<file path="config.mk">
export PLATFORM = sky130hd
export DESIGN_NAME = rr_arbiter_8
export DESIGN_NICKNAME = d
export VERILOG_FILES = /design/src/rtl/rr_arb_pkg.sv /design/src/rtl/onehot_enc8.sv /design/src/rtl/rr_arbiter_8.sv
export SDC_FILE = /design/constraint.sdc
export NUM_CORES = 1
export LEC_CHECK = 0
export ABC_AREA = 1
export BUFFER_PORTS_ARGS = -buffer_cell sky130_fd_sc_hd__buf_2
export CAP_MARGIN = 25
export CORE_UTILIZATION = 55
export CTS_BUF_LIST = sky130_fd_sc_hd__clkbuf_8 sky130_fd_sc_hd__clkbuf_16
export DETAILED_ROUTE_END_ITERATION = 10
export PLACE_DENSITY = 0.78
export SKIP_CTS_REPAIR_TIMING = 1
export SLEW_MARGIN = 20
export SYNTH_ARGS = -nofsm -noshare
export SYNTH_HDL_FRONTEND = slang
export SYNTH_SLANG_ARGS = --single-unit
</file>
<file path="constraint.sdc">
create_clock -name clk -period 6.15 [get_ports clk]
set_clock_uncertainty 0.05 [all_clocks]
set_input_delay 0.615 -clock clk [delete_from_list [all_inputs] [get_ports clk]]
set_output_delay 0.615 -clock clk [all_outputs]
set_load 0.005 [all_outputs]
</file>
<file path="src/rtl/rr_arb_pkg.sv">
// Shared constants, types and helpers for the 8-way round-robin arbiter.
package rr_arb_pkg;

  localparam int N_REQ  = 8;
  localparam int IDX_W  = 3;
  localparam int HCNT_W = 8;

  // Arbiter ownership state: either nobody holds the resource or one owner does.
  typedef enum logic {
    ARB_IDLE = 1'b0,
    ARB_OWN  = 1'b1
  } arb_state_t;

  // Distance from the previous owner to the first candidate in search order.
  // Returns 1..8 so that a shift by N_REQ means "no rotation at all".
  function automatic logic [IDX_W:0] searchShift(input logic [IDX_W-1:0] last);
    return {1'b0, last} + (IDX_W+1)'(1);
  endfunction

endpackage

</file>
<file path="src/rtl/onehot_enc8.sv">
// One-hot to binary encoder for an 8-bit grant vector; all-zero input gives 0.
module onehot_enc8
  import rr_arb_pkg::*;
(
  input  logic [N_REQ-1:0] onehot_i,
  output logic [IDX_W-1:0] idx_o
);

  // OR together the indices of all set bits; for a one-hot input this is the index.
  always_comb begin
    idx_o = '0;
    for (int i = 0; i < N_REQ; i++) begin
      if (onehot_i[i]) begin
        idx_o = idx_o | IDX_W'(i);
      end
    end
  end

endmodule

</file>
<file path="src/rtl/rr_arbiter_8.sv">
// Round-robin arbiter for 8 requesters with a registered one-hot grant,
// its binary index and a valid flag. The owner keeps the resource until it
// drops its request or, when others are waiting, until its hold limit runs out.
module rr_arbiter_8
  import rr_arb_pkg::*;
#(
  parameter int MAX_HOLD = 16
) (
  input  logic             clk,
  input  logic             rst,
  input  logic [N_REQ-1:0] req,
  output logic [N_REQ-1:0] gnt,
  output logic [IDX_W-1:0] gnt_idx,
  output logic             gnt_valid
);

  // A zero MAX_HOLD disables the hold limit entirely.
  localparam logic             HOLD_EN   = (MAX_HOLD != 0);
  localparam logic [HCNT_W-1:0] HOLD_LAST = HCNT_W'((MAX_HOLD == 0) ? 0 : MAX_HOLD - 1);

  arb_state_t        state_q, state_d;
  logic [N_REQ-1:0]  gnt_q, gnt_d;
  logic [IDX_W-1:0]  gntIdx_q, gntIdx_d;
  logic              gntValid_q, gntValid_d;
  logic [IDX_W-1:0]  last_q, last_d;
  logic [HCNT_W-1:0] hcnt_q, hcnt_d;

  logic [N_REQ-1:0]  otherReq;
  logic [N_REQ-1:0]  candGnt;
  logic              ownReq;
  logic              holdExpired;

  // Rotate right by s (0..8) using a doubled vector so the wrap is free.
  function automatic logic [N_REQ-1:0] rotRight(input logic [N_REQ-1:0] v,
                                                input logic [IDX_W:0]   s);
    logic [2*N_REQ-1:0] dbl;
    dbl = {v, v} >> s;
    return dbl[N_REQ-1:0];
  endfunction

  // Rotate left by s (0..8); the upper half of the doubled vector is the result.
  function automatic logic [N_REQ-1:0] rotLeft(input logic [N_REQ-1:0] v,
                                               input logic [IDX_W:0]   s);
    logic [2*N_REQ-1:0] dbl;
    dbl = {v, v} << s;
    return dbl[2*N_REQ-1:N_REQ];
  endfunction

  // Requests other than the current owner; in IDLE gnt_q is zero so this is all of req.
  assign otherReq    = req & ~gnt_q;
  assign ownReq      = |(req & gnt_q);
  assign holdExpired = HOLD_EN && (hcnt_q == HOLD_LAST);

  // Rotating priority pick: align last+1 to bit 0, isolate the lowest set bit, align back.
  always_comb begin
    logic [IDX_W:0]   shift;
    logic [N_REQ-1:0] rotReq;
    logic [N_REQ-1:0] rotPick;
    shift   = searchShift(last_q);
    rotReq  = rotRight(otherReq, shift);
    rotPick = rotReq & (~rotReq + N_REQ'(1));
    candGnt = rotLeft(rotPick, shift);
  end

  // Next-state logic: grant from idle, hand off on release or hold expiry, count hold cycles.
  always_comb begin
    state_d = state_q;
    gnt_d   = gnt_q;
    hcnt_d  = hcnt_q;
    unique case (state_q)
      ARB_IDLE: begin
        if (|req) begin
          gnt_d   = candGnt;
          state_d = ARB_OWN;
          hcnt_d  = '0;
        end
      end
      ARB_OWN: begin
        if (!ownReq) begin
          // Release wins over a simultaneous expiry.
          hcnt_d = '0;
          if (|otherReq) begin
            gnt_d = candGnt;
          end else begin
            gnt_d   = '0;
            state_d = ARB_IDLE;
          end
        end else if (holdExpired) begin
          // Expiry with nobody waiting just restarts the owner's count.
          hcnt_d = '0;
          if (|otherReq) begin
            gnt_d = candGnt;
          end
        end else if (hcnt_q != '1) begin
          hcnt_d = hcnt_q + HCNT_W'(1);
        end
      end
      default: begin
        state_d = ARB_IDLE;
        gnt_d   = '0;
        hcnt_d  = '0;
      end
    endcase
  end

  onehot_enc8 u_enc (
    .onehot_i (gnt_d),
    .idx_o    (gntIdx_d)
  );

  assign gntValid_d = |gnt_d;
  assign last_d     = gntValid_d ? gntIdx_d : last_q;

  // State and output registers; reset leaves requester 0 at top priority.
  always_ff @(posedge clk or posedge rst) begin
    if (rst) begin
      state_q    <= ARB_IDLE;
      gnt_q      <= '0;
      gntIdx_q   <= '0;
      gntValid_q <= 1'b0;
      last_q     <= IDX_W'(N_REQ - 1);
      hcnt_q     <= '0;
    end else begin
      state_q    <= state_d;
      gnt_q      <= gnt_d;
      gntIdx_q   <= gntIdx_d;
      gntValid_q <= gntValid_d;
      last_q     <= last_d;
      hcnt_q     <= hcnt_d;
    end
  end

  assign gnt       = gnt_q;
  assign gnt_idx   = gntIdx_q;
  assign gnt_valid = gntValid_q;

  // The grant never names more than one requester.
  assert property (@(posedge clk) disable iff (rst) $onehot0(gnt_q));

  // Valid flag and grant vector always agree.
  assert property (@(posedge clk) disable iff (rst) (gntValid_q == (|gnt_q)));

  // An idle arbiter reports index 0.
  assert property (@(posedge clk) disable iff (rst) ((|gnt_q) || (gntIdx_q == '0)));

endmodule

</file>
==> flow_summary.toml, run 1 <==
[setup_path]
cp-start-kind = "flip-flop"
worstPathRequired_ps = 6310
crit_fanout = 19
worstReg2RegStart = "last_q[0]"
critPathArrivalTime_ps = 3100
end_kind = "flip-flop"
worstSetupPathType = "flip-flop to flip-flop"
r2r_slack_ps = 3210
reg2reg_to = "last_q[0]"
r2r.worst_path.cells = 16

[floorplan]
die_w_um = 67.1
die_area_um2 = 4510
dieHeight_um = 67.1
io_pins = 22
rows = 23
core-area_um2 = 4030
start_util_pct = 57.9

[clock_tree]
cts_root_buf = "clkbuf_8"
clock-sinks = 24
cts_made_buffers = 3
cts_tree = "yes"
path_clk_slew_ps = 80
clockBufferDepth = 2
ctsHtreeMaxLevel = 1
clk-insertion-delay-late_ps = 260

[global_routing]
grt_max_degree = 25
grt_use_total_pct = 28.9
overflow = 0
grt_pass1_vias = 2248
antenna_found_initial = 0
grt_pass1_wl_mm = 9.82

[routing]
dr_total_vias = 2527
wirelength_mm = 6.11
drc = 0
dr.pass1.iters = 6
drtAntennaViolNets = 0
wl_per_cell_um = 14.0
vias_per_cell = 5.80
drtIter0Drc = 226

[final_layout]
multi_input_area_um2 = 1470
drive_gt1_share_pct = 16.1
fillers = 383
fin_nets = 399
regArea_um2 = 604
syn2layout_area_growth_pct = 7.35
antenna_cells = 0

[timing]
drv_slew = 0
finalSetupViolations = 0
setup_slack_ps = 3210
tightestPinTransition_ps = 877
slew_headroom_pct = 41.5
hold_violations = 0
period_share_pct = 47.9
rsz0062_at_grt = "false"
tns_ps = 0
fmax_mhz = 340
min_period_ps = 2940

[yosys]
ys_seq_area_share_pct = 25.9
syn_avg_cell_area_um2 = 6.32
mappedNetlistArea_um2 = 2330
async_reset_ff_share_pct = 100
synth_seq_cells = 24
synth.distinct_cells = 38
synth_edf_count = 0
syn_inst = 369
syn_nets = 381
synth_warnings = 0
synth_flop_cell = "dfrtp_1"

[flow_run]
cap_violations = 0

[power]
cellLeakagePower_nw = 1.31
irDropWorstVdd_uv = 349
finalPower_mw = 1.52
power.density_nw_per_um2 = 606

[placement]
dp_hpwl_mm = 4.68
dpl_worst_slack_ps = 3300
gp_congestion = 0.974
io_buffers = 21

[hold_path]
holdPathEnd = "hcnt_q[1]"
holdCritStartpoint = "hcnt_q[1]"
min_path_cells = 2
hold_class = "flip-flop to flip-flop"

[status]
status = "complete, no violations"
==> worst max-delay path, cell delays in order (launching register included) <==
cell and delay [ps]:
dfstp_2 850, nand3_1 170, nand3_1 190, nand2_1 100
nand2_1 60, nand2_1 90, nand3_1 130, nor2_4 70
nand3_1 110, nand3_1 100, nand3_1 110, nand3_1 130
a21oi_1 280, nand2_1 140, nor2_4 140, nand3_1 90
nand2_1 80
==> worst max path at each step <==
stage,from,end,slack (ps),depth (start not counted)
finish,last_q[0],last_q[0],3210,16
global route,last_q[0],last_q[1],3000,16
CTS,last_q[0],last_q[0],3280,16
detailed placement,last_q[0],last_q[0],3300,16
global placement,last_q[0],last_q[0],3320,16
floorplan,last_q[0],last_q[1],3950,20
==> cell type report <==
class                           count  area share (%)
Clock buffer                        3            1.65
Clock inverter                      1            1.20
Timing Repair Buffer               21            4.20
Sequential cell                    24            24.1
Inverter                           48            7.49
Tap cell                           50            2.50
Multi-Input combinational cell    289            58.8
==> report_power, final <==
part	switching [mW]	internal, mW	leakage (nW)
clock	0.0476	0.0869	0.0357
sequential	0.0609	0.219	0.292
combinational	0.747	0.356	0.983
==> cell usage in the layout, fill, tap and decap left out, types with 2 or more instances in the layout <==
| cell | instances |
|---|---|
| a21oi_1 | 16 |
| a21oi_2 | 3 |
| a221oi_1 | 2 |
| a22oi_1 | 2 |
| buf_2 | 21 |
| clkbuf_8 | 3 |
| dfrtp_1 | 21 |
| dfstp_2 | 3 |
| ha_1 | 2 |
| inv_1 | 42 |
| inv_2 | 4 |
| nand2_1 | 92 |
| nand2_2 | 9 |
| nand3_1 | 81 |
| nand3_2 | 8 |
| nand3_4 | 2 |
| nand4_1 | 4 |
| nor2_1 | 29 |
| nor2_4 | 3 |
| nor3_1 | 4 |
| o21ai_0 | 16 |
| o21ai_1 | 4 |
| o22ai_1 | 2 |
==> cell usage after synthesis (2+ instances only) <==
library cell | count | area (um^2)
nand2_1 | 92 | 345
nand3_1 | 81 | 405
inv_1 | 42 | 158
nor2_1 | 29 | 109
dfrtp_1 | 21 | 526
a21oi_1 | 16 | 80.1
o21ai_0 | 16 | 80.1
nand2_2 | 9 | 56.3
nand3_2 | 8 | 80.1
inv_2 | 4 | 15.0
nand4_1 | 4 | 25.0
nor3_1 | 4 | 20.0
o21ai_1 | 4 | 20.0
a21oi_2 | 3 | 26.3
buf_2 | 3 | 15.0
dfstp_2 | 3 | 78.8
nor2_4 | 3 | 33.8
a221oi_1 | 2 | 17.5
a22oi_1 | 2 | 15.0
buf_8 | 2 | 30.0
ha_1 | 2 | 25.0
nand3_4 | 2 | 35.0
o22ai_1 | 2 | 12.5
==> metrics by stage <==
step | hold WS, ps | area, um^2 | cells | util [%]
5_1_grt | 497 | 2500 | 436 | 62.2
3_5_place_dp | 447 | 2430 | 432 | 60.4
3_3_place_gp | 442 | 2430 | 432 | 60.4
2_1_floorplan | 425 | 2330 | 369 | -
6_report | 464 | 2500 | 436 | 62.2
4_1_cts | 469 | 2500 | 436 | 62.2
==> sequential cells by signal, summed over array words and instances (netlist names) <==
signal,flops
gnt,8
gnt_idx,3
hcnt_q,8
gnt_valid,1
state_q,1
last_q,3
==> routing by layer <==
| metal | vias to the layer above | GRT usage (%) | wire length [um] |
|---|---|---|---|
| li1 | 1266 | - | - |
| met1 | 1129 | 37.1 | 2740 |
| met2 | 118 | 48.8 | 2840 |
| met3 | 14 | 4.05 | 383 |
| met4 | 0 | 11.4 | 152 |
| met5 | - | 0 | 0 |
==> logic make-up after synthesis <==
group | count (synthesis) | synth area share [%]
AO/OA/AOI/OAI | 49 | 12.5
XOR/XNOR | 2 | 0.751
adder cells (fa/ha/maj) | 2 | 1.07
buffers and inverters | 56 | 10.9
flip-flops | 24 | 25.9
AND/OR/NAND/NOR | 236 | 48.8
(Power assumes the default switching activity.)
==> inputs of run 2 (changes only) <==
==> constraint.sdc (replaced) <==
create_clock -name clk -period 3 [get_ports clk]
set_clock_uncertainty 0.05 [all_clocks]
set_input_delay 0.3 -clock clk [delete_from_list [all_inputs] [get_ports clk]]
set_output_delay 0.3 -clock clk [all_outputs]
set_load 0.005 [all_outputs]
==> flow_summary.toml, run 2 (synthesis gave the netlist of run 1 again) <==
[routing]
dr.pass1.iters = 5
vias_per_cell = 5.84
drc = 0
drtIter0Drc = 178
dr_total_vias = 2582
drtAntennaViolNets = 0
wl_per_cell_um = 14.0
wirelength_mm = 6.19

[timing]
min_period_ps = 2730
slew_headroom_pct = 64.7
whs_ps = 466
period_share_pct = 91.1
tns_ps = 0
hold_violations = 0
finalSetupViolations = 0
drv_slew = 0
fmax_mhz = 366
rsz0062_at_grt = "false"
setup_slack_ps = 266
tightestPinTransition_ps = 526

[floorplan]
io_pins = 22
core-area_um2 = 4030
die_area_um2 = 4510
dieHeight_um = 67.1
rows = 23
die_w_um = 67.1
start_util_pct = 57.9

[setup_path]
worstPathRequired_ps = 3160
slowest_stage = "dfstp_2"
worstSetupPathType = "flip-flop to flip-flop"
critPathMaxStageDelay_ps = 710
cp-start-kind = "flip-flop"
end_kind = "flip-flop"
crit_fanout = 17
critPathArrivalTime_ps = 2890
crit_chain = "inv_8, nand3_1, nand3_1, nand2_1, nand2_1, nand2_1, o21ai_1, nand2_1, nand2_1, a21oi_1, nor2_1, a21oi_2, nand3_2, nor2_4, nand3_1, nand2_1"
crit_top_cell = "nand2_1"

[global_routing]
grt_pass1_wl_mm = 9.84
grt_max_degree = 25
grt_pass1_vias = 2206
antenna_found_initial = 0
grt_use_total_pct = 29.0
overflow = 0

[placement]
io_buffers = 21
gp_congestion = 0.987
dpl_worst_slack_ps = 355
dp_hpwl_mm = 4.75
dp.cells = 436

[clock_tree]
path_clk_slew_ps = 80
clockBufferDepth = 2
clk-insertion-delay-late_ps = 270
ctsHtreeMaxLevel = 1
cts_root_buf = "clkbuf_8"
cts_tree = "yes"
clock-sinks = 24
cts_made_buffers = 3

[power]
irDropWorstVdd_uv = 675
cellLeakagePower_nw = 1.33
finalPower_mw = 3.09
power.density_nw_per_um2 = 1220

[final_layout]
final_common_cell = "nand2_1"
fin_nets = 405
antenna_cells = 0
stdcell_count = 442
drive_gt1_share_pct = 17.1
fillers = 385
layout_common_cells = "nand2_1 (92), nand3_1 (81), inv_1 (42), nor2_1 (29)"
syn2layout_area_growth_pct = 9.01

[status]
status = "complete, no violations"

[hold_path]
hold_class = "primary input to asynchronous set/reset pin"

[flow_run]
cap_violations = 0
[run 2: cell count changes in the layout (fill, tap and decap cells not counted)]
cell,previous run,this run
buf_4,0,4
buf_8,0,1
bufinv_16,1,0
clkbuf_8,3,4
dlygate4sd3_1,0,1
[run 2: final timing paths]
check / from / endpoint / slack, ps / cells after the start
setup / recovery: last_q[0] / last_q[0] / 270 / 16
hold / removal: rst / gnt_valid / 470 / 3
setup reg to reg: last_q[0] / last_q[0] / 270 / 16
max in group asynchronous: rst / gnt[2] / 2010 / 4
min in group clk: hcnt_q[1] / hcnt_q[1] / 470 / 2
hold reg to reg: hcnt_q[1] / hcnt_q[1] / 470 / 2
[run 2: per-layer routing]
layer	vias to the layer above	share of wire, %	global-route usage, %
met2	121	47	50.0
li1	1275	-	-
met5	-	0	0
met1	1177	46	38.7
met4	0	1.3	7.71
met3	9	6.0	2.70
[run 2: area by class of cell]
type	instances	area, um^2	share of cell area [%]
Clock buffer	4	55.1	2.16
Inverter	48	188	7.38
Multi-Input combinational cell	289	1470	57.9
Sequential cell	24	604	23.8
Tap cell	50	62.6	2.46
Timing Repair Buffer	27	160	6.30
[run 2: power breakdown]
group          leakage [nW]  internal [mW]  total (mW)  switching (mW)
Sequential            0.292          0.449       0.550           0.101
Clock                0.0288          0.117       0.221           0.104
Combinational          1.01          0.768        2.32            1.56
[run 2: critical path, delay by kind of cell (launching register included)]
family                 cells  cell delay [ps]
AO/OA/AOI/OAI              3              530
AND/OR/NAND/NOR           12             1290
flip-flops                 1              710
buffers and inverters      1              100
[run 2: through the flow]
stage	cell area [um^2]	util (%)
floorplan	2330	-
CTS	2520	62.5
global placement	2460	61.1
detailed placement	2460	61.1
global route	2540	63.1
finish	2540	63.1
